===== src/rtl/uart_rx_bridge.sv =====
// 8N1 serial receiver that writes each received byte and a "byte available"
// flag into the data memory through dpram port 2, alongside the CPU.
module uart_rx_bridge #(
  parameter int          CLK_FREQ       = 50_000_000,
  parameter int          BAUD           = 115200,
  parameter logic [11:0] RX_STATUS_ADDR = 12'h802,
  parameter logic [11:0] RX_DATA_ADDR   = 12'h803
) (
  input  logic        clock,
  input  logic        rst,
  input  logic        rxd,
  input  logic [11:0] cpu_addr,
  input  logic        cpu_we,
  output logic [11:0] dp_addr,
  output logic [15:0] dp_din,
  output logic        dp_we,
  output logic        rx_busy,
  output logic        frame_err,
  output logic        overrun
);

  localparam int CLKS_PER_BIT = CLK_FREQ / BAUD;
  localparam int CNT_W        = $clog2(CLKS_PER_BIT);
  localparam logic [CNT_W-1:0] BIT_LAST  = CNT_W'(CLKS_PER_BIT - 1);
  localparam logic [CNT_W-1:0] HALF_LAST = CNT_W'(CLKS_PER_BIT / 2 - 1);

  typedef enum logic [1:0] {RX_IDLE, RX_START, RX_DATA, RX_STOP} rx_state_e;
  typedef enum logic [1:0] {W_INIT, W_IDLE, W_DATA, W_STAT} wr_state_e;

  logic             sync1_q, sync2_q, rxPrev_q;
  rx_state_e        rxState_q, rxState_d;
  logic [CNT_W-1:0] clkCnt_q, clkCnt_d;
  logic [2:0]       bitCnt_q, bitCnt_d;
  logic [7:0]       shift_q, shift_d;
  logic             frameErr_q, frameErr_d;
  logic             byteValid;

  wr_state_e        wrState_q, wrState_d;
  logic [11:0]      dpAddr_q, dpAddr_d;
  logic [15:0]      dpDin_q, dpDin_d;
  logic             dpWe_q, dpWe_d;
  logic             rxFull_q, rxFull_d;
  logic             overrun_q, overrun_d;
  logic             ack, accept;

  // rxd is asynchronous; idle-high reset keeps a spurious start edge from appearing out of reset
  always_ff @(posedge clock or posedge rst) begin
    if (rst) begin
      sync1_q  <= 1'b1;
      sync2_q  <= 1'b1;
      rxPrev_q <= 1'b1;
    end else begin
      sync1_q  <= rxd;
      sync2_q  <= sync1_q;
      rxPrev_q <= sync2_q;
    end
  end

  always_ff @(posedge clock or posedge rst) begin
    if (rst) begin
      rxState_q  <= RX_IDLE;
      clkCnt_q   <= '0;
      bitCnt_q   <= '0;
      shift_q    <= '0;
      frameErr_q <= 1'b0;
    end else begin
      rxState_q  <= rxState_d;
      clkCnt_q   <= clkCnt_d;
      bitCnt_q   <= bitCnt_d;
      shift_q    <= shift_d;
      frameErr_q <= frameErr_d;
    end
  end

  always_comb begin
    rxState_d  = rxState_q;
    clkCnt_d   = clkCnt_q + 1'b1;
    bitCnt_d   = bitCnt_q;
    shift_d    = shift_q;
    frameErr_d = 1'b0;
    byteValid  = 1'b0;
    case (rxState_q)
      RX_IDLE: begin
        clkCnt_d = '0;
        if (rxPrev_q && !sync2_q) begin
          rxState_d = RX_START;
          bitCnt_d  = '0;
        end
      end
      RX_START: begin
        // A line that is high again at mid-start-bit was only a glitch
        if (clkCnt_q == HALF_LAST) begin
          clkCnt_d  = '0;
          rxState_d = sync2_q ? RX_IDLE : RX_DATA;
        end
      end
      RX_DATA: begin
        if (clkCnt_q == BIT_LAST) begin
          clkCnt_d = '0;
          shift_d  = {sync2_q, shift_q[7:1]};
          bitCnt_d = bitCnt_q + 3'd1;
          if (bitCnt_q == 3'd7) rxState_d = RX_STOP;
        end
      end
      RX_STOP: begin
        if (clkCnt_q == BIT_LAST) begin
          clkCnt_d  = '0;
          rxState_d = RX_IDLE;
          if (sync2_q) byteValid  = 1'b1;
          else         frameErr_d = 1'b1;
        end
      end
      default: rxState_d = RX_IDLE;
    endcase
  end

  always_ff @(posedge clock or posedge rst) begin
    if (rst) begin
      wrState_q <= W_INIT;
      dpAddr_q  <= RX_STATUS_ADDR;
      dpDin_q   <= 16'h0000;
      dpWe_q    <= 1'b1;
      rxFull_q  <= 1'b0;
      overrun_q <= 1'b0;
    end else begin
      wrState_q <= wrState_d;
      dpAddr_q  <= dpAddr_d;
      dpDin_q   <= dpDin_d;
      dpWe_q    <= dpWe_d;
      rxFull_q  <= rxFull_d;
      overrun_q <= overrun_d;
    end
  end

  // An ack racing our own status write would be overwritten, so it is ignored then
  assign ack    = cpu_we && (cpu_addr == RX_STATUS_ADDR)
                  && (wrState_q != W_DATA) && (wrState_q != W_STAT);
  assign accept = byteValid && (!rxFull_q || ack);

  always_comb begin
    wrState_d = wrState_q;
    dpAddr_d  = dpAddr_q;
    dpDin_d   = dpDin_q;
    dpWe_d    = 1'b0;
    rxFull_d  = rxFull_q;
    overrun_d = overrun_q;
    if (ack) begin
      rxFull_d  = 1'b0;
      overrun_d = 1'b0;
    end
    if (accept)         rxFull_d  = 1'b1;
    else if (byteValid) overrun_d = 1'b1;
    case (wrState_q)
      W_INIT, W_IDLE: begin
        if (accept) begin
          wrState_d = W_DATA;
          dpAddr_d  = RX_DATA_ADDR;
          dpDin_d   = {8'h00, shift_q};
          dpWe_d    = 1'b1;
        end else begin
          wrState_d = W_IDLE;
          dpAddr_d  = RX_STATUS_ADDR;
        end
      end
      W_DATA: begin
        wrState_d = W_STAT;
        dpAddr_d  = RX_STATUS_ADDR;
        dpDin_d   = 16'h0001;
        dpWe_d    = 1'b1;
      end
      W_STAT: begin
        wrState_d = W_IDLE;
        dpAddr_d  = RX_STATUS_ADDR;
      end
      default: wrState_d = W_IDLE;
    endcase
  end

  assign dp_addr   = dpAddr_q;
  assign dp_din    = dpDin_q;
  assign dp_we     = dpWe_q;
  assign rx_busy   = (rxState_q != RX_IDLE);
  assign frame_err = frameErr_q;
  assign overrun   = overrun_q;

endmodule


===== config.mk =====
export PLATFORM = sky130hd
export DESIGN_NAME = uart_rx_bridge
export DESIGN_NICKNAME = d
export VERILOG_FILES = /design/src/rtl/uart_rx_bridge.sv
export SDC_FILE = /design/constraint.sdc
export NUM_CORES = 1
export LEC_CHECK = 0
export CORE_AREA = 2 2 77 79
export CTS_CLUSTER_SIZE = 8
export DETAILED_ROUTE_END_ITERATION = 7
export DIE_AREA = 0 0 79 81
export REMOVE_ABC_BUFFERS = 1
export SLEW_MARGIN = 25
export SYNTH_ARGS = -nofsm -noshare
export SYNTH_HDL_FRONTEND = slang
export SYNTH_SLANG_ARGS = --single-unit

===== constraint.sdc =====
create_clock -name clock -period 2.4 [get_ports clock]
set_clock_uncertainty 0.1 [all_clocks]
set_input_delay 0.48 -clock clock [delete_from_list [all_inputs] [get_ports clock]]
set_output_delay 0.48 -clock clock [all_outputs]
set_load 0.01 [all_outputs]

==> out/results.tsv, run 1 <==
stage	metric	value	unit
outcome	run_status	completed	
synthesis	post_synth_instance_area	1950	um2
sta	setup-tns-final	0	ns
worst_setup_path	critPathMaxStageDelay	0.46	ns
synthesis	synth_warnings	0	
layout	layout.nets	231	
clock_network	htree_num_levels	2	
worst_setup_path	crit_path_most_repeated_cell	sky130_fd_sc_hd__mux2_4	
clock_network	tritoncts.num_buffers	5	
sta	maxSlewViolCount	0	
worst_setup_path	critical_path.reg2reg.startpoint	clkCnt_q[0]	
synthesis	syn-instance-count	176	
clock_network	cts-root-buf	sky130_fd_sc_hd__clkbuf_8	
placed_design	number_of_i_o_port_buffers	28	
floorplanning	floorplan.core_area	5680	um2
synthesis	ys_top_cells_by_area	sky130_fd_sc_hd__dfrtp_1 46%, sky130_fd_sc_hd__buf_4 7.7%, sky130_fd_sc_hd__mux2i_1 7.7%, sky130_fd_sc_hd__dfstp_2 5.4%, sky130_fd_sc_hd__ha_1 3.2%	
clock_network	clock_insertion_delay_worst_skew	0.29	ns
worst_setup_path	crit_path_start_kind	flip-flop	
min_path	worst_hold_path_cell_count	0	
floorplanning	floorplan.io_pins	48	
worst_setup_path	critical-path-slowest-cell	sky130_fd_sc_hd__or4b_1	
worst_setup_path	critPathArrivalTime	2.21	ns
floorplanning	floorplan.initialDensity	34.4	%
min_path	worstHoldPathType	reg2reg	
synthesis	netlist-cell-type-count	37	
clock_network	tritoncts	built	
detailed_routing	wirelength_met1	1.41	mm
power_and_ir_drop	p_per_area	527	nW/um2
worst_setup_path	worst_r2r_path_depth	6	
detailed_routing	dr.max_layer_used	met4	
worst_setup_path	worstSetupStartpoint	clkCnt_q[0]	
synthesis	ys_top_cells_by_count	36 x sky130_fd_sc_hd__dfrtp_1, 20 x sky130_fd_sc_hd__buf_4, 15 x sky130_fd_sc_hd__mux2i_1	
global_routing	grt_max_degree	41	
worst_setup_path	worst-path-stages	6	
layout	drive_gt1_share	11.4	%
power_and_ir_drop	p_leak	1.12	nW
synthesis	part_of_the_yosys_area_used_for_sequential_elements	51.5	%
detailed_routing	detailroute.wirelength.met2	1.49	mm
worst_setup_path	crit_path_buffers_inverters	1	
synthesis	ys_ff_latch	40	
clock_network	cts.sink_count	40	
synthesis	synthMostInstantiatedCell	sky130_fd_sc_hd__dfrtp_1	
worst_setup_path	cp_cell_sequence	inv_1 -> ha_1 -> or4b_1 -> o31ai_1 -> mux2_4 -> mux2_4	
layout	synthToLayoutAreaGrowth	20.8	%
placed_design	placed_wire_length_estimate_after_detailed_placement	2.27	mm
global_routing	grt_use_total	11.0	%
sta	hold_violations	0	
detailed_routing	first_pass_iters	4	
global_routing	number_of_global_route_vias_before_repair	1255	
power_and_ir_drop	ir_drop	218	uV
sta	period_needed	2.13	ns
sta	setup_repair_after_global_routing_missed_its_margin	false	
floorplanning	fp.dieH	81	um
detailed_routing	via_per_inst	4.33	
sta	setup-violations-final	0	
clock_network	post_cts_buffers	0	
global_routing	number_of_antenna_violations_at_the_first_check_in_global_routing	0	
floorplanning	die_area	6400	um2
worst_setup_path	worstPathRequired	2.48	ns
layout	insertedDiodeCount	0	
detailed_routing	route.detailed.drc	0	
synthesis	synth_area_per_cell	11.1	um2
worst_setup_path	worst_setup_path_end_kind	flip-flop	
detailed_routing	drtAntennaViolNets	0	
synthesis	synth.top_cell.area_share	46.1	%
floorplanning	rows	28	
detailed_routing	wire_per_inst	11.0	um
worst_setup_path	path_class	reg2reg	
flow_run	drv.max_cap_violation_count	0	
detailed_routing	vias	1237	
synthesis	number_of_enable_type_register_cells_in_the_synthesized_netlist	0	
floorplanning	floorplan.die.width	79	um
synthesis	synthDominantAreaCellType	sky130_fd_sc_hd__dfrtp_1	
synthesis	yosys_most_used_dff	sky130_fd_sc_hd__dfrtp_1	
sta	hold_slack	0.263	ns
worst_setup_path	critPathMaxFanout	10	
detailed_routing	routed-wl-met3	203	um
synthesis	postSynth.asyncResetShare	100	%
detailed_routing	drt_first_iter_violations	55	
sta	maxClockFrequency	0.469	GHz
global_routing	globalRoute.totalOverflow	0	
worst_setup_path	critical-path-top-delay-family	multiplexers	
clock_network	post_cts_resized	0	
detailed_routing	drt-total-wl	3.14	mm
clock_network	postCtsHoldBufs	0	
min_path	worst_hold_startpoint	sync1_q	
placed_design	gp_routability_congestion	0.681	
clock_network	clkTransAtPathRegs	0.07	ns
global_routing	grt_pass1_wl	5.51	mm
clock_network	cts_max_path_buffers	2	
sta	final.period_utilization	88.9	%
worst register-to-register path, cell delays in order (launching register included):
cell and delay (ns):
sky130_fd_sc_hd__dfrtp_1 0.42, sky130_fd_sc_hd__inv_1 0.08, sky130_fd_sc_hd__ha_1 0.13, sky130_fd_sc_hd__or4b_1 0.46, sky130_fd_sc_hd__o31ai_1 0.27, sky130_fd_sc_hd__mux2_4 0.27, sky130_fd_sc_hd__mux2_4 0.31
path summary, 6_finish.rpt:
| check | slack, ns | end |
|---|---|---|
| max | 0.27 | rxState_q[0] |
| min | 0.26 | sync2_q |
| max reg2reg | 0.27 | rxState_q[0] |
| min reg2reg | 0.26 | sync2_q |
| max in group asynchronous | 1.32 | sync2_q |
| min in group asynchronous | 0.51 | shift_q[5] |
cell families (layout without fill, tap and decap cells):
logic type	count (synthesis)	after routing	synth area share [%]
fa+ha+maj	5	5	3.20
flops	40	40	51.5
other cells	2	19	0.385
compound gates	11	11	4.36
xor+xnor	7	7	3.14
mux	21	21	11.5
simple gates	52	52	14.7
buf+inv	38	56	11.2
cells in the final DEF, fill, tap and decap left out, drive strengths merged, types with 2 or more instances in the layout:
cell type,count
xor2,2
a31oi,2
a22o,3
dfstp,4
nor2,14
dfrtp,36
inv,14
nand2,13
ha,5
nor2b,7
conb,19
nor4,3
mux2i,15
clkdlybuf4s50,28
and4,2
nand3,2
clkbuf,8
xnor2,5
a41oi,2
nor3,3
buf,6
nand4b,2
mux2,6
sequential cells by signal, summed over array words and instances (netlist names), named ones only:
register	count
dp_addr	1
dp_din	8
dp_we	1
frame_err	1
sync2_q	1
rxFull_q	1
rxState_q	1
sync1_q	1
wrState_q	2
bitCnt_q	3
rxPrev_q	1
overrun	1
clkCnt_q	9
shift_q	8
report_power, final:
part / leakage [nW] / switching, mW / internal [mW]
combinational: 0.586 / 0.0537 / 0.0464
sequential: 0.486 / 0.00563 / 0.683
clock: 0.0455 / 0.220 / 0.234
per-stage QoR:
step	instances	power (mW)	setup slack, ns	cell area [um2]	util, %
4_1_cts	286	1.26	0.249	2360	41.6
5_1_grt	286	1.30	0.118	2360	41.6
6_report	286	1.24	0.266	2360	41.6
3_3_place_gp	278	0.803	0.188	2270	40.0
2_1_floorplan	169	0.758	0.322	1850	-
3_5_place_dp	278	0.804	0.152	2270	40.0
metal layers:
metal,track usage (%),vias to the layer above
li1,-,611
met2,18.3,36
met3,3.89,2
met4,4.14,0
met5,0,-
met1,13.1,588
final cells by class:
type | count | area (um2)
repair buffers | 34 | 325
flip-flops and latches | 40 | 1010
well taps | 75 | 93.8
fillers | 555 | 3320
multi-input cells | 115 | 792
clock buffers | 8 | 90.1
inverters | 14 | 52.6
Note: power is estimated with default switching activity, not from simulation.
==> run 2: changes to the inputs <==
Settings changed: CORE_AREA 2 2 77 79 to 2 2 56 110, DIE_AREA 0 0 79 81 to 0 0 58 112.
==> out/results.tsv, run 2 (synthesis gave the netlist of run 1 again) <==
stage	metric	value	unit	change
detailed_routing	wire_per_inst	12.5	um	was 11.0 um
sta	maxSlewViolCount	0		unchanged
layout	synthToLayoutAreaGrowth	22.9	%	was 20.8%
power_and_ir_drop	share_seq_of_total_power	47.8	%	was 55.4%
detailed_routing	first_pass_iters	4		unchanged
floorplanning	floorplan.die.width	58	um	was 79 um
global_routing	globalRoute.totalOverflow	0		unchanged
global_routing	grt_pass1_wl	5.92	mm	was 5.51 mm
worst_setup_path	cp_cell_sequence	or2_2 -> clkdlybuf4s50_1		was inv_1 -> ha_1 -> or4b_1 -> o31ai_1 -> mux2_4 -> mux2_4
placed_design	placed_wire_length_estimate_after_detailed_placement	2.52	mm	was 2.27 mm
placed_design	number_of_i_o_port_buffers	28		unchanged
clock_network	tritoncts	built		unchanged
layout	insertedDiodeCount	0		unchanged
sta	setup_repair_after_global_routing_missed_its_margin	false		unchanged
clock_network	cts-root-buf	sky130_fd_sc_hd__clkbuf_16		was sky130_fd_sc_hd__clkbuf_8
sta	final.period_utilization	91.0	%	was 88.9%
detailed_routing	drt_first_iter_violations	9		was 55
sta	period_needed	2.18	ns	was 2.13 ns
floorplanning	die_area	6500	um2	was 6400 um2
worst_setup_path	path_class	reg2out		was reg2reg
outcome	run_status	completed		unchanged
worst_setup_path	crit_path_start_kind	flip-flop		unchanged
clock_network	postCtsHoldBufs	0		unchanged
sta	setup-violations-final	0		unchanged
floorplanning	fp.dieH	112	um	was 81 um
clock_network	cts.sink_count	40		unchanged
clock_network	clkTransAtPathRegs	0.06	ns	was 0.07 ns
sta	setup-tns-final	0	ns	unchanged
worst_setup_path	crit_path_buffers_inverters	1		unchanged
floorplanning	floorplan.initialDensity	34.5	%	was 34.4%
power_and_ir_drop	p_per_area	601	nW/um2	was 527 nW/um2
layout	mostFrequentLayoutCells	36 x sky130_fd_sc_hd__dfrtp_1, 28 x sky130_fd_sc_hd__clkdlybuf4s50_1, 19 x sky130_fd_sc_hd__conb_1		unchanged
detailed_routing	drt-total-wl	3.41	mm	was 3.14 mm
worst_setup_path	critical-path-top-delay-family	flip-flops		was multiplexers
global_routing	number_of_antenna_violations_at_the_first_check_in_global_routing	0		unchanged
detailed_routing	drtAntennaViolNets	0		unchanged
power_and_ir_drop	power.share.switching	22.6	%	was 22.5%
global_routing	grt_max_degree	41		unchanged
sta	relSlewSlack	66.2	%	
worst_setup_path	worstPathRequired	1.82	ns	was 2.48 ns
sta	hold_slack	0.255	ns	was 0.263 ns
floorplanning	rows	39		was 28
flow_run	drv.max_cap_violation_count	0		unchanged
sta	hold_violations	0		unchanged
worst_setup_path	critPathMaxFanout	12		was 10
power_and_ir_drop	ir_drop	594	uV	was 218 uV
clock_network	post_cts_buffers	0		unchanged
power_and_ir_drop	switching_power	326	uW	was 279 uW
worst_setup_path	critical-path-slowest-cell	sky130_fd_sc_hd__dfrtp_1		was sky130_fd_sc_hd__or4b_1
layout	register_with_the_highest_flop_count	clkCnt_q		unchanged
clock_network	htree_num_levels	2		unchanged
worst_setup_path	critPathMaxStageDelay	0.50	ns	was 0.46 ns
layout	post_layout_nonfiller_instances	272		was 286
placed_design	dpl_worst_slack	0.0747	ns	was 0.152 ns
global_routing	number_of_global_route_vias_before_repair	1265		was 1,255
layout	largest_reg_flops	9		unchanged
clock_network	clock_insertion_delay_worst_skew	0.28	ns	was 0.29 ns
layout	layout.nets	231		unchanged
worst_setup_path	worst_setup_path_end_kind	output port		was flip-flop
sta	layout_setup_ws	0.216	ns	was 0.266 ns
min_path	worstHoldPathType	reg2reg		unchanged
placed_design	placed_cells_incl_taps	264		was 278
detailed_routing	vias	1243		was 1,237
floorplanning	floorplan.io_pins	48		unchanged
detailed_routing	via_per_inst	4.57		was 4.33
power_and_ir_drop	p_leak	1.14	nW	was 1.12 nW
sta	maxClockFrequency	0.458	GHz	was 0.469 GHz
power_and_ir_drop	internal-power	1.12	mW	was 964 uW
power_and_ir_drop	p_comb_share	6.9	%	was 8.0%
clock_network	tritoncts.num_buffers	5		unchanged
global_routing	grt_use_total	12.0	%	was 11.0%
detailed_routing	route.detailed.drc	0		unchanged
power_and_ir_drop	fraction_of_power_consumed_by_the_clock_network	45.3	%	was 36.5%
floorplanning	floorplan.core_area	5660	um2	was 5680 um2
sta	max_slew.worst_pin.slew	0.507	ns	
clock_network	post_cts_resized	0		unchanged
layout	drive_gt1_share	12.3	%	was 11.4%
layout	layout.cells.most_common	sky130_fd_sc_hd__dfrtp_1		unchanged
clock_network	cts_max_path_buffers	2		unchanged
worst_setup_path	critPathArrivalTime	1.60	ns	was 2.21 ns
placed_design	gp_routability_congestion	0.816		was 0.681
## run 2: cell types whose count changed in the layout (fill, tap and decap cells not counted)
cell                         before  now
sky130_fd_sc_hd__clkbuf_16        0    5
sky130_fd_sc_hd__clkbuf_8         6    0
sky130_fd_sc_hd__clkinv_4         0    1
sky130_fd_sc_hd__clkinvlp_4       0    2
sky130_fd_sc_hd__clkbuf_1         2    0
## run 2: worst paths after layout
| check | cells past startpoint | end | slack [ns] | from |
|---|---|---|---|---|
| worst max-delay path | 2 | rx_busy | 0.22 | flip-flop |
| worst min-delay path | 0 | sync2_q | 0.25 | sync1_q |
| worst max register to register | 6 | rxState_q[0] | 0.23 | clkCnt_q[0] |
| worst min register to register | 0 | sync2_q | 0.25 | sync1_q |
| max in group asynchronous | 3 | sync1_q | 1.31 | rst |
| min in group asynchronous | 3 | wrState_q[1] | 0.51 | rst |
## run 2: final cells by class
class / instances / area (um2)
clock buffer: 5 / 125
clock inverter: 3 / 23.8
fill: 540 / 3260
inverter: 14 / 52.6
multi-input combinational: 115 / 792
sequential: 40 / 1010
tap: 61 / 76.3
timing repair buffer: 34 / 325
## run 2: layer usage
| metal | vias to the layer above | GRT usage, % | wire (um) |
|---|---|---|---|
| li1 | 608 | - | - |
| met1 | 597 | 13.5 | 1330 |
| met2 | 32 | 20.5 | 1830 |
| met3 | 6 | 2.67 | 164 |
| met4 | 0 | 6.05 | 86 |
| met5 | - | 0 | 0 |
## run 2: power by group through the flow
| stage | sequential [mW] | clock, mW | combinational, mW |
|---|---|---|---|
| after floorplan | 0.704 | 0 | 0.0537 |
| after global placement | 0.702 | 0 | 0.101 |
| after detailed placement | 0.702 | 0 | 0.101 |
| after CTS | 0.690 | 0.671 | 0.102 |
| after global routing | 0.690 | 0.709 | 0.115 |
| final | 0.690 | 0.653 | 0.100 |
## run 2: through the flow
step	power (mW)	cell area [um2]	util [%]
floorplan	0.758	1850	-
global placement	0.803	2250	39.8
detailed placement	0.803	2250	39.8
CTS	1.46	2400	42.4
global route	1.51	2400	42.4
finish	1.44	2400	42.4
==> run 3: changes to the inputs <==
Settings changed: CTS_BUF_LIST set to sky130_fd_sc_hd__clkbuf_4.
Clock period 2.4 ns to 2.5 ns, I/O delays scaled along.
==> out/results.tsv, run 3 (synthesis gave the netlist of run 1 again) <==
stage	metric	value	unit	change
outcome	run_status	completed		unchanged
layout	synthToLayoutAreaGrowth	19.7	%	was 22.9%
layout	drive_gt1_share	12.3	%	unchanged
layout	multi_input_comb_area	792	um2	unchanged
power_and_ir_drop	switching_power	289	uW	was 326 uW
worst_setup_path	critical-path-slowest-cell	sky130_fd_sc_hd__dfrtp_1		unchanged
global_routing	number_of_global_route_vias_before_repair	1317		was 1,265
power_and_ir_drop	p_comb_share	8.0	%	was 6.9%
power_and_ir_drop	p_leak	1.12	nW	was 1.14 nW
clock_network	cts_max_path_buffers	2		unchanged
clock_network	clkTransAtPathRegs	0.14	ns	was 0.06 ns
global_routing	number_of_antenna_violations_at_the_first_check_in_global_routing	0		unchanged
sta	setup-tns-final	0	ns	unchanged
floorplanning	fp.dieH	112	um	unchanged
worst_setup_path	path_class	reg2out		unchanged
placed_design	dpl_worst_slack	0.195	ns	was 0.0747 ns
layout	largest_reg_flops	9		unchanged
power_and_ir_drop	share_seq_of_total_power	55.0	%	was 47.8%
placed_design	placed_wire_length_estimate_after_detailed_placement	2.57	mm	was 2.52 mm
flow_run	drv.max_cap_violation_count	0		unchanged
layout	ff_latch_area	1010	um2	unchanged
sta	maxClockFrequency	0.433	GHz	
power_and_ir_drop	power.share.switching	24.0	%	was 22.6%
layout	register_with_the_highest_flop_count	clkCnt_q		unchanged
sta	maxSlewViolCount	0		unchanged
global_routing	grt_pass1_wl	5.98	mm	was 5.92 mm
worst_setup_path	cp_cell_sequence	or2_2 -> clkdlybuf4s50_1		unchanged
clock_network	postCtsHoldBufs	0		unchanged
worst_setup_path	critPathArrivalTime	1.71	ns	was 1.60 ns
min_path	worst_hold_startpoint	sync1_q		unchanged
layout	final_core_occ	41.3	%	was 42.4%
clock_network	htree_num_levels	2		unchanged
clock_network	cts-root-buf	sky130_fd_sc_hd__clkbuf_4		was sky130_fd_sc_hd__clkbuf_16
layout	layout.cells.most_common	sky130_fd_sc_hd__dfrtp_1		unchanged
floorplanning	floorplan.initialDensity	34.5	%	unchanged
worst_setup_path	crit_path_start_kind	flip-flop		unchanged
layout	post-route-cell-area	2340	um2	was 2400 um2
placed_design	detailed_place.area	2250	um2	unchanged
clock_network	clock_insertion_delay_worst_skew	0.37	ns	was 0.28 ns
detailed_routing	drt-total-wl	3.46	mm	was 3.41 mm
worst_setup_path	critPathMaxStageDelay	0.53	ns	was 0.50 ns
sta	period_needed	2.31	ns	
detailed_routing	vias	1270		was 1,243
worst_setup_path	critPathMaxFanout	12		unchanged
sta	layout_setup_ws	0.190	ns	was 0.216 ns
floorplanning	rows	39		unchanged
clock_network	tritoncts	built		unchanged
placed_design	gp_routability_congestion	0.791		was 0.816
layout	layout.nets	231		unchanged
worst_setup_path	worst_setup_path_end_kind	output port		unchanged
worst_setup_path	critical_path.reg2reg.startpoint	clkCnt_q[0]		unchanged
clock_network	post_cts_buffers	0		unchanged
global_routing	globalRoute.totalOverflow	0		unchanged
global_routing	grt_use_total	12.2	%	was 12.0%
floorplanning	floorplan.die.width	58	um	unchanged
placed_design	placed_cells_incl_taps	264		unchanged
sta	setup_repair_after_global_routing_missed_its_margin	false		unchanged
power_and_ir_drop	internal-power	914	uW	was 1.12 mW
detailed_routing	first_pass_iters	4		unchanged
layout	post_layout_nonfiller_instances	272		unchanged
floorplanning	floorplan.io_pins	48		unchanged
layout	mostFrequentLayoutCells	36 x sky130_fd_sc_hd__dfrtp_1, 28 x sky130_fd_sc_hd__clkdlybuf4s50_1, 19 x sky130_fd_sc_hd__conb_1		unchanged
power_and_ir_drop	p_per_area	515	nW/um2	was 601 nW/um2
sta	max_slew.worst_pin.slew	0.504	ns	was 0.507 ns
placed_design	number_of_i_o_port_buffers	28		unchanged
sta	setup-violations-final	0		unchanged
detailed_routing	drtAntennaViolNets	0		unchanged
detailed_routing	via_per_inst	4.67		was 4.57
layout	fillCellCount	550		was 540
worst_setup_path	worstPathRequired	1.90	ns	was 1.82 ns
layout	insertedDiodeCount	0		unchanged
clock_network	tritoncts.num_buffers	5		unchanged
clock_network	post_cts_resized	0		unchanged
detailed_routing	route.detailed.drc	0		unchanged
floorplanning	die_area	6500	um2	unchanged
detailed_routing	drt_first_iter_violations	19		was 9
detailed_routing	wire_per_inst	12.7	um	was 12.5 um
global_routing	grt_max_degree	41		unchanged
sta	hold_violations	0		unchanged
clock_network	cts.sink_count	40		unchanged
sta	relSlewSlack	66.4	%	was 66.2%
min_path	worstHoldPathType	reg2reg		unchanged
floorplanning	floorplan.core_area	5660	um2	unchanged
sta	final.period_utilization	92.4	%	
power_and_ir_drop	fraction_of_power_consumed_by_the_clock_network	37.0	%	was 45.3%
power_and_ir_drop	ir_drop	283	uV	was 594 uV
[run 3: changes by cell type in the layout (fill, tap and decap cells not counted), sizes merged]
cell / change
clkinvlp: -2
bufinv: +1
clkinv: +1
[run 3: per-layer routing]
layer  up-vias  global-route usage (%)  routed length [um]
met5         -                       0                   0
met4         0                    9.30                 121
met3        11                    2.21                 151
met2        36                    19.8                1830
met1       612                    13.6                1360
li1        611                       -                   -
[run 3: cell type report]
class	count	area share, %
clock inverters	3	2.03
inverters	14	2.25
well taps	61	3.27
multi-input cells	115	33.9
repair buffers	34	13.9
flip-flops and latches	40	43.0
clock buffers	5	1.61
[run 3: per-stage QoR]
step / total power [mW] / hold WS [ns]
after floorplan: 0.728 / 0.245
after global placement: 0.771 / 0.247
after detailed placement: 0.772 / 0.249
after CTS: 1.22 / 0.266
after global routing: 1.26 / 0.272
final: 1.20 / 0.265
[run 3: final timing paths]
kind / endpoint / slack (ns) / cells after the start
worst max register to register: rxState_q[0] / 0.39 / 6
worst min register to register: sync2_q / 0.27 / 0
max in group asynchronous: sync1_q / 1.48 / 3
worst max-delay path: rx_busy / 0.19 / 2
min in group asynchronous: dp_din[0] / 0.43 / 3
worst min-delay path: sync2_q / 0.27 / 0
[run 3: critical path: cells and delay by family, from the launching register on]
| kind | cells | cell delay (ns) |
|---|---|---|
| flops | 1 | 0.53 |
| buf+inv | 1 | 0.47 |
| simple gates | 1 | 0.34 |
[run 3: power by group through the flow]
stage / Clock, mW / Combinational (mW) / Sequential (mW)
2_1_floorplan: 0 / 0.0515 / 0.676
3_3_place_gp: 0 / 0.0970 / 0.674
3_5_place_dp: 0 / 0.0982 / 0.674
4_1_cts: 0.463 / 0.0985 / 0.662
5_1_grt: 0.489 / 0.108 / 0.664
6_report: 0.445 / 0.0961 / 0.662
